File: src/rtl/lab02_pkg.sv
// Shared types and sizes for the truth-table scanner.
package lab02_pkg;

  localparam int N_VEC = 16;
  localparam int IDX_W = 4;
  localparam int CNT_W = 4;

  typedef enum logic [1:0] {
    ST_IDLE,
    ST_SETTLE,
    ST_SAMPLE,
    ST_DONE
  } state_e;

endpackage

File: src/rtl/lab02_settle_cnt.sv
// Loadable down-counter; term_o flags the last settle cycle (count == 1).
module lab02_settle_cnt
  import lab02_pkg::*;
(
  input  logic             clk,
  input  logic             rst_n,
  input  logic             load_i,
  input  logic [CNT_W-1:0] load_val_i,
  input  logic             dec_i,
  output logic             term_o
);

  logic [CNT_W-1:0] cnt_q, cnt_d;

  always_comb begin
    cnt_d = cnt_q;
    if (load_i) begin
      cnt_d = load_val_i;
    end else if (dec_i && (cnt_q != '0)) begin
      cnt_d = cnt_q - 1'b1;
    end
  end

  always_ff @(posedge clk or negedge rst_n) begin
    if (!rst_n) begin
      cnt_q <= '0;
    end else begin
      cnt_q <= cnt_d;
    end
  end

  assign term_o = (cnt_q == CNT_W'(1));

endmodule

File: src/rtl/lab02_truth_scanner.sv
// Sweeps {A,B,C,D} over 0..15, samples Y after SETTLE cycles per vector and
// builds a 16-bit truth table with ones count and first/last set index.
module lab02_truth_scanner
  import lab02_pkg::*;
#(
  parameter int unsigned SETTLE = 1
) (
  input  logic             clk,
  input  logic             rst_n,
  input  logic             start_i,
  input  logic             abort_i,
  output logic             a_o,
  output logic             b_o,
  output logic             c_o,
  output logic             d_o,
  input  logic             y_i,
  output logic             busy_o,
  output logic             done_o,
  output logic [N_VEC-1:0] table_o,
  output logic [4:0]       ones_o,
  output logic             any_one_o,
  output logic [IDX_W-1:0] first_idx_o,
  output logic [IDX_W-1:0] last_idx_o
);

  state_e           state_q, state_d;
  logic [IDX_W-1:0] idx_q, idx_d;
  logic [N_VEC-1:0] table_q, table_d;
  logic [4:0]       ones_q, ones_d;
  logic             any_q, any_d;
  logic [IDX_W-1:0] first_q, first_d;
  logic [IDX_W-1:0] last_q, last_d;

  logic in_sweep;
  logic start_go;
  logic cnt_load;
  logic cnt_term;

  assign in_sweep = (state_q == ST_SETTLE) || (state_q == ST_SAMPLE);
  assign start_go = (state_q == ST_IDLE) && start_i;
  // Reload on acceptance and whenever SAMPLE hands over to the next vector.
  assign cnt_load = start_go || ((state_q == ST_SAMPLE) && !abort_i);

  lab02_settle_cnt u_settle_cnt (
    .clk       (clk),
    .rst_n     (rst_n),
    .load_i    (cnt_load),
    .load_val_i(CNT_W'(SETTLE)),
    .dec_i     (state_q == ST_SETTLE),
    .term_o    (cnt_term)
  );

  always_ff @(posedge clk or negedge rst_n) begin
    if (!rst_n) begin
      state_q <= ST_IDLE;
    end else begin
      state_q <= state_d;
    end
  end

  always_comb begin
    state_d = state_q;
    case (state_q)
      ST_IDLE:   if (start_i) state_d = ST_SETTLE;
      ST_SETTLE: begin
        if (abort_i)       state_d = ST_IDLE;
        else if (cnt_term) state_d = ST_SAMPLE;
      end
      ST_SAMPLE: begin
        if (abort_i)                           state_d = ST_IDLE;
        else if (idx_q == IDX_W'(N_VEC - 1))   state_d = ST_DONE;
        else                                   state_d = ST_SETTLE;
      end
      ST_DONE:   state_d = ST_IDLE;
      default:   state_d = ST_IDLE;
    endcase
  end

  always_comb begin
    {a_o, b_o, c_o, d_o} = in_sweep ? idx_q : '0;
    busy_o = in_sweep;
    done_o = (state_q == ST_DONE);
  end

  // Abort wins over a capture in the same SAMPLE cycle.
  always_comb begin
    idx_d   = idx_q;
    table_d = table_q;
    ones_d  = ones_q;
    any_d   = any_q;
    first_d = first_q;
    last_d  = last_q;
    if (start_go || (in_sweep && abort_i)) begin
      idx_d   = '0;
      table_d = '0;
      ones_d  = '0;
      any_d   = 1'b0;
      first_d = '0;
      last_d  = '0;
    end else if (state_q == ST_SAMPLE) begin
      table_d[idx_q] = y_i;
      ones_d         = ones_q + 5'(y_i);
      if (y_i) begin
        if (!any_q) begin
          first_d = idx_q;
          any_d   = 1'b1;
        end
        last_d = idx_q;
      end
      if (idx_q != IDX_W'(N_VEC - 1)) begin
        idx_d = idx_q + 1'b1;
      end
    end
  end

  always_ff @(posedge clk or negedge rst_n) begin
    if (!rst_n) begin
      idx_q   <= '0;
      table_q <= '0;
      ones_q  <= '0;
      any_q   <= 1'b0;
      first_q <= '0;
      last_q  <= '0;
    end else begin
      idx_q   <= idx_d;
      table_q <= table_d;
      ones_q  <= ones_d;
      any_q   <= any_d;
      first_q <= first_d;
      last_q  <= last_d;
    end
  end

  assign table_o     = table_q;
  assign ones_o      = ones_q;
  assign any_one_o   = any_q;
  assign first_idx_o = first_q;
  assign last_idx_o  = last_q;

endmodule

File: config.mk
export PLATFORM = sky130hd
export DESIGN_NAME = lab02_truth_scanner
export DESIGN_NICKNAME = d
export VERILOG_FILES = /design/src/rtl/lab02_pkg.sv /design/src/rtl/lab02_settle_cnt.sv /design/src/rtl/lab02_truth_scanner.sv
export SDC_FILE = /design/constraint.sdc
export NUM_CORES = 1
export LEC_CHECK = 0
export CAP_MARGIN = 40
export CORE_ASPECT_RATIO = 0.7
export CORE_MARGIN = 2
export CORE_UTILIZATION = 41
export CTS_CLUSTER_DIAMETER = 100
export CTS_CLUSTER_SIZE = 28
export DETAILED_ROUTE_END_ITERATION = 16
export GPL_ROUTABILITY_DRIVEN = 0
export HOLD_SLACK_MARGIN = 0.03
export PLACE_DENSITY = 0.63
export REMOVE_ABC_BUFFERS = 1
export SETUP_SLACK_MARGIN = 0.15
export SLEW_MARGIN = 10
export SYNTH_ARGS = -nofsm -noshare
export SYNTH_HDL_FRONTEND = slang
export SYNTH_SLANG_ARGS = --single-unit
File: constraint.sdc
create_clock -name clk -period 2.3 [get_ports clk]
set_input_delay 0.575 -clock clk [delete_from_list [all_inputs] [get_ports clk]]
set_output_delay 0.575 -clock clk [all_outputs]
set_load 0.02 [all_outputs]
# == Word-level counts from Yosys, hierarchy flattened ==
# Index checks and enable logic that the tools add are counted.
# word_totals
in_bits,5
ff_bits,40
elab_cells,70
# classes
n_lt_le_gt_ge,2
n_eq_ne,9
mux,29
n_addsub,3
n_reduce_logical,19
# ops
cell,n
4-bit 2-to-1 mux,13
16-bit 2-to-1 mux,2
16-bit bitwise mux,1
2-bit 2-to-1 mux,5
5-bit 2-to-1 mux,2
2-bit one-hot mux with 4 select lines,1
2-bit nonzero test,4
2-bit AND reduction,3
5-bit by 1-bit adder with 5-bit output,1
1-bit logical AND,5
4-bit by 5-bit < comparator with 1-bit output (second input constant),1
4-bit by 1-bit adder with 4-bit output (second input constant),1
1-bit demux with 4-bit select,1
2-bit equality test (second input constant),2
4-bit by 1-bit equality test with 1-bit output (second input constant),1
4-bit equality test (second input constant),1
4-bit by 1-bit greater-or-equal comparator with 1-bit output (second input constant),1
1-bit 2-to-1 mux,4
4-bit != test (second input constant),1
4-bit nonzero test,1
4-bit by 1-bit subtractor with 4-bit output (second input constant),1
1-bit logical OR,3
3-bit != test (second input constant),1
3-bit AND reduction,1
other kinds (5),5

# == Depth between registers and ports, before layout ==
# depth
ltp_word,7
ltp_mapped,7
depth_no_buf,5

# == Hierarchy ==
# Synthesis repeated with hierarchy kept, for this count alone.
# hier_totals
cells_unflattened,221
hier_area_um2,2179.6
# by_module_without_submodules
module,cells_each,n_inst,area_per_inst_um2
lab02_truth_scanner,192,1,1896.8
lab02_settle_cnt,29,1,282.8

# == Worst setup path before layout ==
# No wires, ideal clock.
# synth_timing
kind,register -> output
startpoint,register state_q[0]
endpoint,output a_o
setup_slack_ns,0.591
t_arrival_ns,1.134
path_stages_with_launch,4
required_time_ns,1.725
path_buffers,0
cell_sequence,dfrtp_1 -> inv_1 -> ha_1 -> and2_1
# synth_via
elab_chain_len,3
# synth_lines
element,line_no,text
from (decl),lab02_truth_scanner.sv:26,"state_e state_q, state_d;"
from (signal assigned),lab02_truth_scanner.sv:57,state_q <= state_d;
2-bit by 1-bit equality test with 1-bit output or 2-bit equality test (tied branches),lab02_truth_scanner.sv:39,assign in_sweep = (state_q == ST_SETTLE) || (state_q == ST_SAMPLE);
1-bit logical OR *,lab02_truth_scanner.sv:39,
net busy_o,lab02_truth_scanner.sv:17,"output logic busy_o,"
4-bit 2-to-1 mux *,lab02_truth_scanner.sv:80,"{a_o, b_o, c_o, d_o} = in_sweep ? idx_q : '0;"
to (decl),lab02_truth_scanner.sv:12,"output logic a_o,"
# Mark *: on every way through the listed nets, which the timed path passes. The rest lies on a longest branch.

# == Worst setup path after layout ==
# layout_timing
startpoint,register state_q[0]
endpoint,output done_o
# layout_via
elab_chain_len,1
# layout_lines
element,line_no,text
2-bit equality test,lab02_truth_scanner.sv:82,done_o = (state_q == ST_DONE);
to (decl),lab02_truth_scanner.sv:18,"output logic done_o,"
# Every way passes these cells.

==> impl_results.md <==
- Outcome: completed
- Logic gate share of total power: a little under two fifths
- Post-route ant nets: 0
- CP required: 1.73 ns
- Footprint of the multi-input gates: between 1000 and 1500 um^2
- Final Cycle Share: just under 90%
- # setup viols final: 0
- Largest net degree at the start of global routing: 41
- TritonCTS Sinks: 40
- Initial antenna violation count: 0
- Total negative slack: 0 ns
- Fillcell total: around 480
- Net Switching: approximately 0.00083 W
- Storage element area: ~1000 um^2
- Syn Inst Count: 210
- Root Driver: clkbuf_8
- Die width: a little under 90 um
- Clk pwr share: a little over a quarter
- Cell variety after synth: 34
- Post-Syn Area per Cell: roughly 9.9 um^2
- H-tree depth: 2
- Final WL: roughly 4700 um
- Slew headroom: between 60% and 70%
- Total track usage: approximately 19%
- Clock transition at path regs: ~0.080 ns
- Final Hold Slack: roughly 0.34 ns
- GRT Residual Overflow: 0
- Skew-Pair Late Insertion Delay: roughly 0.29 ns
- Die height: around 64 um
- Routed length per instance: ~15 um
- DRC Markers: 0
- Area grow syn2layout: 30.8%
- Global-route wire length before repair: ~8200 um
- Setup CP Type: register to primary output
- Port bufs: 40
- Worst IR drop on VDD: about 0.31 mV
- Max Clock Skew: between 0.006 and 0.007 ns
- Post-Syn Area: between 2000 and 2500 um^2
- CTS tree: done
- Post-DP HPWL: ~3200 um
- Core ar.: 4830 um^2
- First-pass DRT Iterations: 4
- Yosys reg bits: 40
- Slew Limit Fails: 0
- MaxCap Viol Count: 0
- Hold Crit Class: input port to asynchronous set/reset pin
- Initial Utilization: between 40% and 50%
- Vias in the first global route: roughly 1600
- Fin. Hold Viols: 0
- CP Capture Type: primary output
- Fin area: between 2000 and 3000 um^2
- Seq pwr share: between 30% and 40%
- Vias: around 1700
- Die footprint: 5670 um^2
- # rows: 21
- Initial DRC count: ~130
- Leakage: about 1.3 nW
- Cts bufs inserted: 5
- Dpl cell area: roughly 2600 um^2
- CP max FO: 3
- Final nets: 272
- Total power: between 0.002 and 0.0025 W
- CP startpoint kind: register
- Cell Int Power: 0.00150 W
- Pwr per Cell Area: roughly 860 nW/um^2
- Sw frac: 35.7%
- Worst-Margin Slew: 0.518 ns
- Vias per cell: about 5.2
- I/O pin count: between 40 and 50
- Fraction of layout cells with a size suffix above 1: approximately an eighth
- Worst Path Arrival: between 1 and 1.5 ns
- Max Fclk: 500 MHz
- YS warnings: 0
- Sequential area share after synthesis: 48.1%
- Hold-fix buffers, CTS: 0
- RSZ-0062 raised after global routing: no
- Final min period: roughly 2.0 ns
- Antenna cells: 0
- Clock Tree Buf Depth: 2
-- placed cells by master, fill, tap and decap left out, drive strengths merged, types with 2 or more instances in the layout --
cell	synthesis	layout
dfrtp	40	40
clkdlybuf4s50	0	34
nor2	24	24
mux2i	19	19
a21oi	16	16
nand2	15	15
ha	13	13
buf	4	12
clkbuf	10	11
nand4	10	10
inv	10	10
nand4b	8	8
nand3	7	7
o21ai	7	7
and2	4	4
xor2	4	4
nor3b	2	2
and3	2	2
-- worst max-delay path, cell delays in order, from the launching register on --
cell and delay (ns):
dfrtp_1 0.41, ha_1 0.20, clkdlybuf4s50_1 0.53
-- flip-flops by register name (all words and copies together), names as in the netlist --
signal / cells
idx_q: 4
last_idx_o: 4
ones_o: 5
state_q: 2
first_idx_o: 4
table_o: 16
any_one_o: 1
u_settle_cnt.cnt_q: 4
-- power groups by stage --
stage | Combinational (W) | Sequential (W) | Clock, W
CTS | 0.000862 | 0.000831 | 0.000640
global route | 0.000961 | 0.000843 | 0.000680
floorplan | 0.000478 | 0.000855 | 0
detailed placement | 0.000839 | 0.000845 | 0
global placement | 0.000822 | 0.000842 | 0
finish | 0.000874 | 0.000831 | 0.000626
-- worst paths after layout --
| check | start | end | slack (ns) | cells after the start |
|---|---|---|---|---|
| setup / recovery | state_q[0] | done_o | 0.30 | 2 |
| hold / removal | rst_n | ones_o[4] | 0.34 | 2 |
| setup reg to reg | state_q[1] | state_q[1] | 0.31 | 5 |
| hold reg to reg | last_idx_o[3] | last_idx_o[3] | 0.52 | 2 |
| max in group asynchronous | rst_n | table_o[11] | 1.60 | 2 |
| min in group clk | last_idx_o[3] | last_idx_o[3] | 0.52 | 2 |
-- cell type report --
type                       count  share of cell area (%)
tap                           69                    3.17
multi-input combinational    146                    36.8
clock inverter                 1                    1.10
timing repair buffer          51                    17.2
inverter                      10                    1.38
clock buffer                   7                    3.54
sequential                    40                    36.8
-- per-stage QoR --
stage | util, % | setup WS (ns) | instances
4_1_cts | 56.5 | 0.130 | 323
2_1_floorplan | - | 0.182 | 196
6_report | 56.3 | 0.300 | 324
3_5_place_dp | 53.7 | 0.0925 | 315
3_3_place_gp | 53.7 | 0.220 | 315
5_1_grt | 56.3 | 0.218 | 324
-- Yosys cell counts, drive strengths merged --
cell / count / share of area, %
dfrtp: 40 / 48
nor2: 24 / 4.3
mux2i: 19 / 9.1
a21oi: 16 / 3.8
nand2: 15 / 2.7
ha: 13 / 7.8
clkbuf: 10 / 1.8
inv: 10 / 1.8
nand4: 10 / 3.0
nand4b: 8 / 3.4
nand3: 7 / 1.7
o21ai: 7 / 1.7
and2: 4 / 1.2
buf: 4 / 0.78
xor2: 4 / 1.7
and3: 2 / 0.66
nor3b: 2 / 0.72
a211oi: 1 / 0.36
a311oi: 1 / 0.42
mux2: 1 / 0.54
nand2b: 1 / 0.30
nand3b: 1 / 0.36
nor2b: 1 / 0.30
o211ai: 1 / 0.36
o21bai: 1 / 0.36
o32ai: 1 / 0.42
o41ai: 1 / 0.42
or2: 1 / 0.30
or3: 1 / 0.30
or3b: 1 / 0.42
or4: 1 / 0.36
or4b: 1 / 0.48
-- routing by layer --
| metal | vias up | GRT usage (%) | share of wire (%) |
|---|---|---|---|
| li1 | 818 | - | - |
| met1 | 816 | 30.0 | 53 |
| met2 | 49 | 24.2 | 41 |
| met3 | 2 | 5.11 | 6.2 |
| met4 | 0 | 3.73 | 0.36 |
| met5 | - | 0 | 0 |
-- cells by family after synthesis --
logic type / synth area share [%]
compound gates: 7.87
xor+xnor: 1.68
fa+ha+maj: 7.81
buf+inv: 4.39
flops: 48.1
mux: 9.68
simple gates: 20.5
-- repair_timing --
| item | in CTS | in global routing |
|---|---|---|
| setup buffers | 0 | 1 |
| endpoints found under the setup margin | 5 | 4 |
| resized for setup | 8 | 7 |
(Power assumes the default switching activity.)
==> patch, RTL diff (config.mk and constraints unchanged) <==
Change the package constant `CNT_W` from 4 to 3.
--- a/src/rtl/lab02_pkg.sv
+++ b/src/rtl/lab02_pkg.sv
@@ -4,5 +4,5 @@
   localparam int N_VEC = 16;
   localparam int IDX_W = 4;
-  localparam int CNT_W = 4;
+  localparam int CNT_W = 3;
 
   typedef enum logic [1:0] {
Formal check against the unedited RTL: no difference found for any inputs over 10 cycles, from zero or initial values and one cycle with rst_n low; that may be too few to reach the edited logic, so the function may still have changed.
==> patch against the original RTL <==
  * Power fell by 4.3%
  * Cell area shrank 3.7%
  * Routed wire length fell by 5.7%
  * Count of clock-buffer cells in the layout down 2
  * Sequential share of layout area up 0.47 points
  * Critical path depth grew 2
  * Clock power is 27% lower
  * Combinational power grew 8.5%
  * Setup slack got worse by 75 ps
  * Non-clock buffer count is 4 lower
  * Synthesized cell count shrank 3.3%
  * Sequential cell count fell by 1
  * Die area shrank 0.96%
  * Synthesized area fell by 1.0%
==> patch: results (changes against the original RTL) <==
metric;value;unit;change
outcome;finished, final reports clean;;
route.met2.wl;1790;um;-6.7%
power_leakage;1.25;nW;-3.1%
wl_met1;2340;um;-6.1%
grt_max_degree;40;;-2.4%
drtIter0Drc;129;;+3.2%
drive_gt1_frac;0.111;;-0.00699
grt_pass1_wl;7500;um;-9.0%
arrival;1500;ps;+80 ps
grt_use_met1;0.275;;-0.0251
cp_slowest_cell;dfrtp_1;;
crit_end;c_o;;
grt_pass1_vias;1517;;-6.1%
skew;6.67;ps;+0.512 ps
use_met3;0.0459;;-0.00524
crit_fanout;6;;+3
routed_via_density;5.08;;-2.4%
rrSetupSlack;590;ps;+280 ps
holdWs;219;ps;-122 ps
use_met2;0.226;;-0.0159
wl_per_cell;14.2;um;-2.4%
crit_path_max_incr_delay;410;ps;-120 ps
irDropWorstVdd;0.000469;V;+49%
ys_top_cells_by_count;dfrtp_1 (39), nor2_1 (24), mux2i_1 (19), a21oi_1 (15), ha_1 (13);;
synth.area.top_cells;dfrtp_1 (47%), mux2i_1 (9.2%), ha_1 (7.9%);;
fill_cells;448;;-6.1%
r2r_end;u_settle_cnt.cnt_q[0]$_DFFE_PN0P_;;
## patch: changes by cell type in the layout (fill, tap and decap cells not counted), moves of 2 or more
cell      change
o21ai_0       -3
clkinv_2      +3
inv_1         +2
clkbuf_8      -2
a21o_1        +2
buf_4         -5
nand2_1       -3
## patch: final cells by class
type,instances,share of cell area
multi-input combinational,139,0.373
sequential,39,0.372
timing repair buffer,47,0.174
tap,69,0.0329
clock buffer,5,0.0263
inverter,11,0.0158
clock inverter,3,0.00573
## patch: timing repair
action,4_1_cts,5_1_grt
setup endpoints to repair,5,4
hold buffers,0,0
gates resized for setup,6,7
## patch: per-stage QoR
stage / setup WS (ps) / instance area, um^2 / cells
6_report: 226 / 2620 / 313
5_1_grt: 167 / 2620 / 313
4_1_cts: 175 / 2630 / 313
3_5_place_dp: 174 / 2540 / 305
3_3_place_gp: 206 / 2540 / 305
2_1_floorplan: 388 / 1980 / 189
## patch: report_power, final
group          total, mW  leakage [nW]  internal [mW]  switching [mW]
sequential         0.827         0.537          0.756          0.0707
clock              0.455        0.0477          0.208           0.247
combinational      0.948         0.668          0.372           0.576
## patch: worst reg2reg max path, stage by stage, from the launching register on
cell      delay, ps
dfrtp_1         410
inv_1           150
ha_1            160
buf_4           350
inv_1           110
o22ai_1         300
o21bai_1        160
## patch: cells by family (layout without fill, tap and decap cells)
| logic type | Yosys count | after routing | synth area share |
|---|---|---|---|
| simple gates | 75 | 75 | 0.197 |
| flops | 39 | 39 | 0.474 |
| compound gates | 29 | 29 | 0.0874 |
| buf+inv | 25 | 66 | 0.0583 |
| mux | 19 | 19 | 0.0923 |
| fa+ha+maj | 13 | 13 | 0.0789 |
| xor+xnor | 3 | 3 | 0.0128 |
